<file path="config.mk">
export PLATFORM = sky130hd
export DESIGN_NAME = adc_lvds_capture
export DESIGN_NICKNAME = d
export VERILOG_FILES = /design/src/rtl/adc_lvds_capture.sv
export SDC_FILE = /design/constraint.sdc
export NUM_CORES = 1
export LEC_CHECK = 0
export CAP_MARGIN = 20
export CORE_MARGIN = 2
export CORE_UTILIZATION = 28
export CTS_BUF_LIST = sky130_fd_sc_hd__clkbuf_4
export CTS_CLUSTER_SIZE = 30
export DETAILED_ROUTE_END_ITERATION = 7
export DONT_BUFFER_PORTS = 1
export PLACE_DENSITY_LB_ADDON = 0.25
export SLEW_MARGIN = 30
export SYNTH_ARGS = -nofsm -noshare
export SYNTH_HDL_FRONTEND = slang
export SYNTH_SLANG_ARGS = --single-unit
</file>
<file path="constraint.sdc">
create_clock -name clk -period 26.4 [get_ports clk]
set_clock_uncertainty 0.1 [all_clocks]
set_input_delay 5.28 -clock clk [delete_from_list [all_inputs] [get_ports clk]]
set_output_delay 5.28 -clock clk [all_outputs]
set_load 0.03 [all_outputs]
</file>
<file path="src/rtl/adc_lvds_capture.sv">
// Capture engine for 8 serial ADC lanes: CNV pulse, conversion wait, 16-bit MSB-first shift, 128-bit word out.
// Latency: one packed word per CNV_LOW + T_CONV + 2*CLK_DIV*N_BITS + 1 clk; o_finished the cycle after the last word.
// Backpressure: none; o_rdy is a write strobe and the downstream FIFO is sized so it never fills.
//
// Ports: clk/rst (async active-high); i_start, i_calib_done, i_samples_count, i_debug_en control a run;
// i_ADC_SDO[k] is lane k serial data; o_ADC_SCK/o_ADC_CNV_n drive the 4 ADC pairs (all bits identical);
// o_data/o_rdy carry one packed word per conversion (lane k at [16k+:16]); o_finished, o_busy report run status.
module adc_lvds_capture #(
    parameter int CLK_DIV = 2,
    parameter int CNV_LOW = 2,
    parameter int T_CONV  = 20,
    parameter int N_BITS  = 16
) (
    input  logic         clk,
    input  logic         rst,
    input  logic         i_start,
    input  logic         i_calib_done,
    input  logic [31:0]  i_samples_count,
    input  logic         i_debug_en,
    input  logic [7:0]   i_ADC_SDO,
    output logic [3:0]   o_ADC_SCK,
    output logic [3:0]   o_ADC_CNV_n,
    output logic [127:0] o_data,
    output logic         o_rdy,
    output logic         o_finished,
    output logic         o_busy
);

    localparam int CW = 16;

    typedef enum logic [2:0] {
        S_IDLE,
        S_CNV,
        S_WAIT,
        S_SHIFT,
        S_EMIT,
        S_DONE
    } state_t;

    state_t              state_q, state_d;
    logic [CW-1:0]       cnt_q, cnt_d;
    logic [4:0]          bit_q, bit_d;
    logic [31:0]         remaining_q, remaining_d;
    logic [12:0]         sidx_q, sidx_d;
    logic [7:0][15:0]    shift_q, shift_d;
    logic                sck_q, sck_d;
    logic                cnv_n_q, cnv_n_d;
    logic [127:0]        data_q, data_d;
    logic                rdy_q, rdy_d;
    logic                fin_q, fin_d;
    logic                busy_q, busy_d;

    always_comb begin
        state_d     = state_q;
        cnt_d       = cnt_q;
        bit_d       = bit_q;
        remaining_d = remaining_q;
        sidx_d      = sidx_q;
        shift_d     = shift_q;
        sck_d       = sck_q;
        data_d      = data_q;

        case (state_q)
            S_IDLE: begin
                if (i_start && i_calib_done) begin
                    remaining_d = i_samples_count;
                    sidx_d      = '0;
                    cnt_d       = '0;
                    state_d     = (i_samples_count == 32'd0) ? S_DONE : S_CNV;
                end
            end
            S_CNV: begin
                if (cnt_q == CW'(CNV_LOW - 1)) begin
                    cnt_d   = '0;
                    state_d = S_WAIT;
                end else begin
                    cnt_d = cnt_q + 1'b1;
                end
            end
            S_WAIT: begin
                if (cnt_q == CW'(T_CONV - 1)) begin
                    cnt_d   = '0;
                    bit_d   = '0;
                    state_d = S_SHIFT;
                end else begin
                    cnt_d = cnt_q + 1'b1;
                end
            end
            S_SHIFT: begin
                // cnt_q times each SCK half-period; lanes are sampled on the
                // edge that ends the high half, where SDO has had a full half to settle.
                if (cnt_q == CW'(CLK_DIV - 1)) begin
                    cnt_d = '0;
                    if (!sck_q) begin
                        sck_d = 1'b1;
                    end else begin
                        sck_d = 1'b0;
                        for (int k = 0; k < 8; k++) begin
                            shift_d[k] = {shift_q[k][14:0], i_ADC_SDO[k]};
                        end
                        if (bit_q == 5'(N_BITS - 1)) begin
                            state_d = S_EMIT;
                        end else begin
                            bit_d = bit_q + 1'b1;
                        end
                    end
                end else begin
                    cnt_d = cnt_q + 1'b1;
                end
            end
            S_EMIT: begin
                sidx_d      = sidx_q + 1'b1;
                remaining_d = remaining_q - 1'b1;
                cnt_d       = '0;
                state_d     = (remaining_q == 32'd1) ? S_DONE : S_CNV;
            end
            S_DONE: begin
                state_d = S_IDLE;
            end
            default: begin
                state_d = S_IDLE;
            end
        endcase

        // Outputs are registered from the next state so they line up with the
        // state they describe (e.g. o_rdy is high exactly during EMIT).
        cnv_n_d = (state_d != S_CNV);
        busy_d  = (state_d != S_IDLE);
        fin_d   = (state_d == S_DONE);
        rdy_d   = (state_d == S_EMIT);
        if (state_d == S_EMIT) begin
            if (i_debug_en) begin
                for (int k = 0; k < 8; k++) begin
                    data_d[16*k +: 16] = {sidx_q, 3'(k)};
                end
            end else begin
                data_d = shift_d;
            end
        end
    end

    always_ff @(posedge clk or posedge rst) begin
        if (rst) begin
            state_q     <= S_IDLE;
            cnt_q       <= '0;
            bit_q       <= '0;
            remaining_q <= '0;
            sidx_q      <= '0;
            shift_q     <= '0;
            sck_q       <= 1'b0;
            cnv_n_q     <= 1'b1;
            data_q      <= '0;
            rdy_q       <= 1'b0;
            fin_q       <= 1'b0;
            busy_q      <= 1'b0;
        end else begin
            state_q     <= state_d;
            cnt_q       <= cnt_d;
            bit_q       <= bit_d;
            remaining_q <= remaining_d;
            sidx_q      <= sidx_d;
            shift_q     <= shift_d;
            sck_q       <= sck_d;
            cnv_n_q     <= cnv_n_d;
            data_q      <= data_d;
            rdy_q       <= rdy_d;
            fin_q       <= fin_d;
            busy_q      <= busy_d;
        end
    end

    assign o_ADC_SCK   = {4{sck_q}};
    assign o_ADC_CNV_n = {4{cnv_n_q}};
    assign o_data      = data_q;
    assign o_rdy       = rdy_q;
    assign o_finished  = fin_q;
    assign o_busy      = busy_q;

endmodule

</file>
== Word level (Yosys, flattened, before mapping) ==
Index checks and enable logic that the tools add are counted.
Storage, ports and cells
  output and inout port bits: 139
  bits in registers: 330
  word-level logic and storage cells: 78
Cells by class
  equality and inequality tests: 16
  multiplexer cells: 27
  add/subtract/negate cells: 4
  reductions and logical operators: 12
Operator list (number)
  $mux W128: 4
  $pmux W16 S4: 1
  $pmux W32 S2: 1
  $mux W16: 3
  $eq A32 B1 Y1 const B: 1
  $logic_not A32 Y1: 1
  $mux W32: 1
  $sub A32 B1 Y32 const B: 1
  $pmux W13 S2: 1
  $mux W3: 8
  $mux W5: 4
  $add A16 B1 Y16 const B: 1
  $eq A16 B1 Y1 const B: 1
  $eq A16 B5 Y1 const B: 1
  $pmux W3 S5: 1
  $add A13 B1 Y13 const B: 1
  $mux W13: 1
  $ne A2 B2 Y1 const B: 5
  $pmux W5 S2: 1
  $eq A3 B3 Y1 const B: 3
  $eq A3 B2 Y1 const B: 2
  $reduce_and A2 Y1: 3
  $add A5 B1 Y5 const B: 1
  $eq A5 B4 Y1 const B: 1
  other kinds (10): 11

== Depth between registers and ports, before layout ==
  word-level depth: 6
  depth in mapped cells: 10

== Worst setup path before layout ==
No wires, ideal clock.
  path kind: input to register
  start: in i_calib_done
  end: reg remaining_q[24]
  library setup time: 104 ps
  slack: 19788 ps
  stages on the path: 6
  arrival: 6408 ps
  path through: nor4bb_1 and2_1 clkbuf_1 clkbuf_1 a21oi_1 o311ai_1
Between the ends
  longest elaborated chain between the ends: 3
RTL lines
  from (decl): RTL line 17  | input logic i_calib_done,
  $logic_and A1 B1 Y1: RTL line 65  | if (i_start && i_calib_done) begin
  $ne A2 B2 Y1 (no line)
  $reduce_and A2 Y1 (no line)
  to (signal assigned): RTL line 160  | remaining_q <= remaining_d;
  to (decl): RTL line 43  | logic [31:0] remaining_q, remaining_d;
Every way passes these cells.
A chain may end at the register's enable or synchronous reset.

== Worst setup path after layout ==
  start: reg cnv_n_q
  end: out o_ADC_CNV_n[0]
RTL lines
  from (decl): RTL line 47  | logic cnv_n_q, cnv_n_d;
  from (signal assigned): RTL line 164  | cnv_n_q <= cnv_n_d;
  to (decl): RTL line 22  | output logic [3:0] o_ADC_CNV_n,
No word-level cell between the ends.

==> results.cfg <==
[status]
run_status = complete, no violations

[cts]
cts.sink_count = 322
cts_setup_buffers = 0
cts_root_buf = clkbuf_4
clock_latency_ps = 830
clockBufferDepth = 3
clk_pin_slew_ps = 70
cts_inserted_buffers = 93
h-tree-depth = 3
ctsResizeCount = 0
postCtsHoldBufs = 0
cts_tree = yes

[place]
gp_congestion = 0.795
port_buffers = 0
post-dp-hpwl_um = 25000

[logic_synthesis]
ys_types = 64
synth_top_flop_cell = dfrtp_1
synth_enable_flop_cells = 0
async_flop_share_pct = 100
synth_nets = 1344
syn_inst = 1292
ys_seq_area_share_pct = 56.3
yosys_register_bits = 322
synthesis.area_um2 = 14300
avgSynthCellArea_um2 = 11.1
yosys_warnings = 0

[critical_path]
start_kind = flop
cp_max_fo = 4
criticalPathCategory = reg2out
crit_path_end_kind = primary output
worst_ep_arrival_time_ps = 1690
cp.required_ps = 21020

[floorplanning]
dieArea_um2 = 52900
die_w_um = 230
core_area_um2 = 50300
die_h_um = 230
start_util_pct = 28.4
fp-row-count = 82
ioPinCount = 184

[global_route]
grt_overflow_total = 0
grt_max_degree = 175
grt_pass1_vias = 10200
track_usage_pct = 15.5
antenna_found_initial = 2
grt_first_pass_wirelength_um = 62700

[sta]
hold_viol = 0
rsz0062_at_grt = no
finalSetupViolations = 0
worst_pin_slew_ps = 1040
period_share_pct = 26.8
max_freq_mhz = 141
relSlewSlack_pct = 30.9
fin_crit_ps = 7070
drv_slew = 0
setup_tns_ps = 0

[pwr]
ir_worst_vdd_mv = 0.0274
p_leak_nw = 7.41
p_per_area_nw_per_um2 = 62.6

[layout]
nFillCells = 5247
areaGrowthSynthToFinish_pct = 12.0
drive_above_1_share_pct = 21.7
layout.nets = 1359
utilization_pct = 31.9
final_common_cell = dfrtp_1
mostFrequentLayoutCells = dfrtp_1 (321), nand2_1 (178), clkbuf_4 (145)

[routing]
dr.first_iter.drc_count = 621
antenna_left = 0
drc = 0
viasPerCell = 4.82
dr_total_vias = 9874
totalWireLength_um = 40200
wire_per_inst_um = 19.6
dr.pass1.iters = 5

[min_path]
hold_class = reg2reg

[flow_run]
maxCapViolCount = 0
synthesized netlist by cell type (4+ instances only):
| library cell | n | area (um^2) |
|---|---|---|
| xnor2_1 | 12 | 105 |
| ha_1 | 7 | 87.6 |
| nand4_1 | 7 | 43.8 |
| and3_1 | 6 | 37.5 |
| nand3_1 | 27 | 135 |
| o211ai_1 | 17 | 128 |
| and2_1 | 15 | 93.8 |
| nand2b_1 | 5 | 31.3 |
| o31ai_1 | 4 | 30.0 |
| buf_4 | 8 | 60.1 |
| nor2_1 | 56 | 210 |
| o21ai_0 | 99 | 495 |
| inv_1 | 15 | 56.3 |
| buf_6 | 13 | 146 |
| buf_2 | 10 | 50.1 |
| o311ai_1 | 8 | 70.1 |
| dfrtp_1 | 321 | 8030 |
| xor2_1 | 5 | 43.8 |
| a21oi_1 | 120 | 601 |
| nor4_4 | 4 | 85.1 |
| o311ai_0 | 5 | 43.8 |
| mux2_1 | 9 | 101 |
| nor4_1 | 11 | 68.8 |
| nand2_1 | 178 | 668 |
| a221o_1 | 5 | 50.1 |
| buf_1 | 14 | 52.6 |
| o21ai_1 | 50 | 250 |
| mux2_2 | 17 | 191 |
| a22oi_1 | 9 | 67.6 |
| or3_1 | 12 | 75.1 |
| nor3_1 | 34 | 170 |
| clkbuf_1 | 48 | 180 |
| mux2_4 | 94 | 1410 |
path summary, 6_finish.rpt:
kind | startpoint | endpoint | slack [ps] | depth (start not counted)
worst max-delay path | cnv_n_q | o_ADC_CNV_n[0] | 19330 | 0
worst max register to register | cnt_q[0] | shift_q[6] | 22610 | 7
worst min register to register | sidx_q[12] | sidx_q[12] | 370 | 1
min in group asynchronous | rst | o_data[92] | 4320 | 1
max in group asynchronous | rst | shift_q[1] | 20220 | 3
worst min-delay path | sidx_q[12] | sidx_q[12] | 370 | 1
per-stage QoR:
stage | total power, mW | setup slack [ps] | area, um^2 | hold WS [ps] | std cells
2_1_floorplan | 0.525 | 12110 | 14300 | 344 | 1292
3_3_place_gp | 0.535 | 18870 | 14800 | 362 | 1883
3_5_place_dp | 0.536 | 18840 | 14800 | 366 | 1883
4_1_cts | 1.03 | 19230 | 16000 | 379 | 2044
5_1_grt | 1.05 | 19210 | 16000 | 423 | 2050
6_report | 1.00 | 19330 | 16000 | 372 | 2050
routing by layer:
metal / wire length [um] / up-vias / part of all wire [%] / global-route usage [%]
met5: 0 / - / 0 / 0
met4: 903 / 0 / 2.2 / 5.20
met3: 3310 / 66 / 8.2 / 6.34
met2: 17900 / 290 / 44 / 23.1
met1: 18100 / 4865 / 45 / 20.2
li1: - / 4653 / - / -
kinds of logic (layout without fill, tap and decap cells):
group,count (synthesis),count (layout),synth area share (%)
adders and majority gates,7,7,0.612
and+or+nand+nor,381,381,13.0
DFF,322,322,56.3
muxes,122,122,12.1
xor gates and xnor gates,17,17,1.04
buffers and inverters,110,191,3.87
AOI/OAI and AO/OA,333,333,13.1
other,0,5,0
power breakdown:
group,internal [mW],switching (mW)
clock network,0.257,0.219
registers,0.495,0.00354
logic,0.00496,0.0221
final cells by class:
type                       count  area, um^2  area share, %
sequential                   322        8060           50.3
multi-input combinational    860        5710           35.7
clock buffer                 145        1090           6.80
tap                          672         841           5.25
timing repair buffer          13         134          0.836
clock inverter                16        96.3          0.602
inverter                      17        72.6          0.453
antenna                        5        12.5         0.0781
sequential cells by signal (all words and copies together), names as in the netlist:
| register | cells |
|---|---|
| bit_q | 5 |
| cnt_q | 16 |
| cnv_n_q | 1 |
| o_busy | 1 |
| o_data | 128 |
| o_finished | 1 |
| o_rdy | 1 |
| remaining_q | 32 |
| sck_q | 1 |
| shift_q | 120 |
| sidx_q | 13 |
| state_q | 3 |
Note: power is estimated with default switching activity, not from simulation.
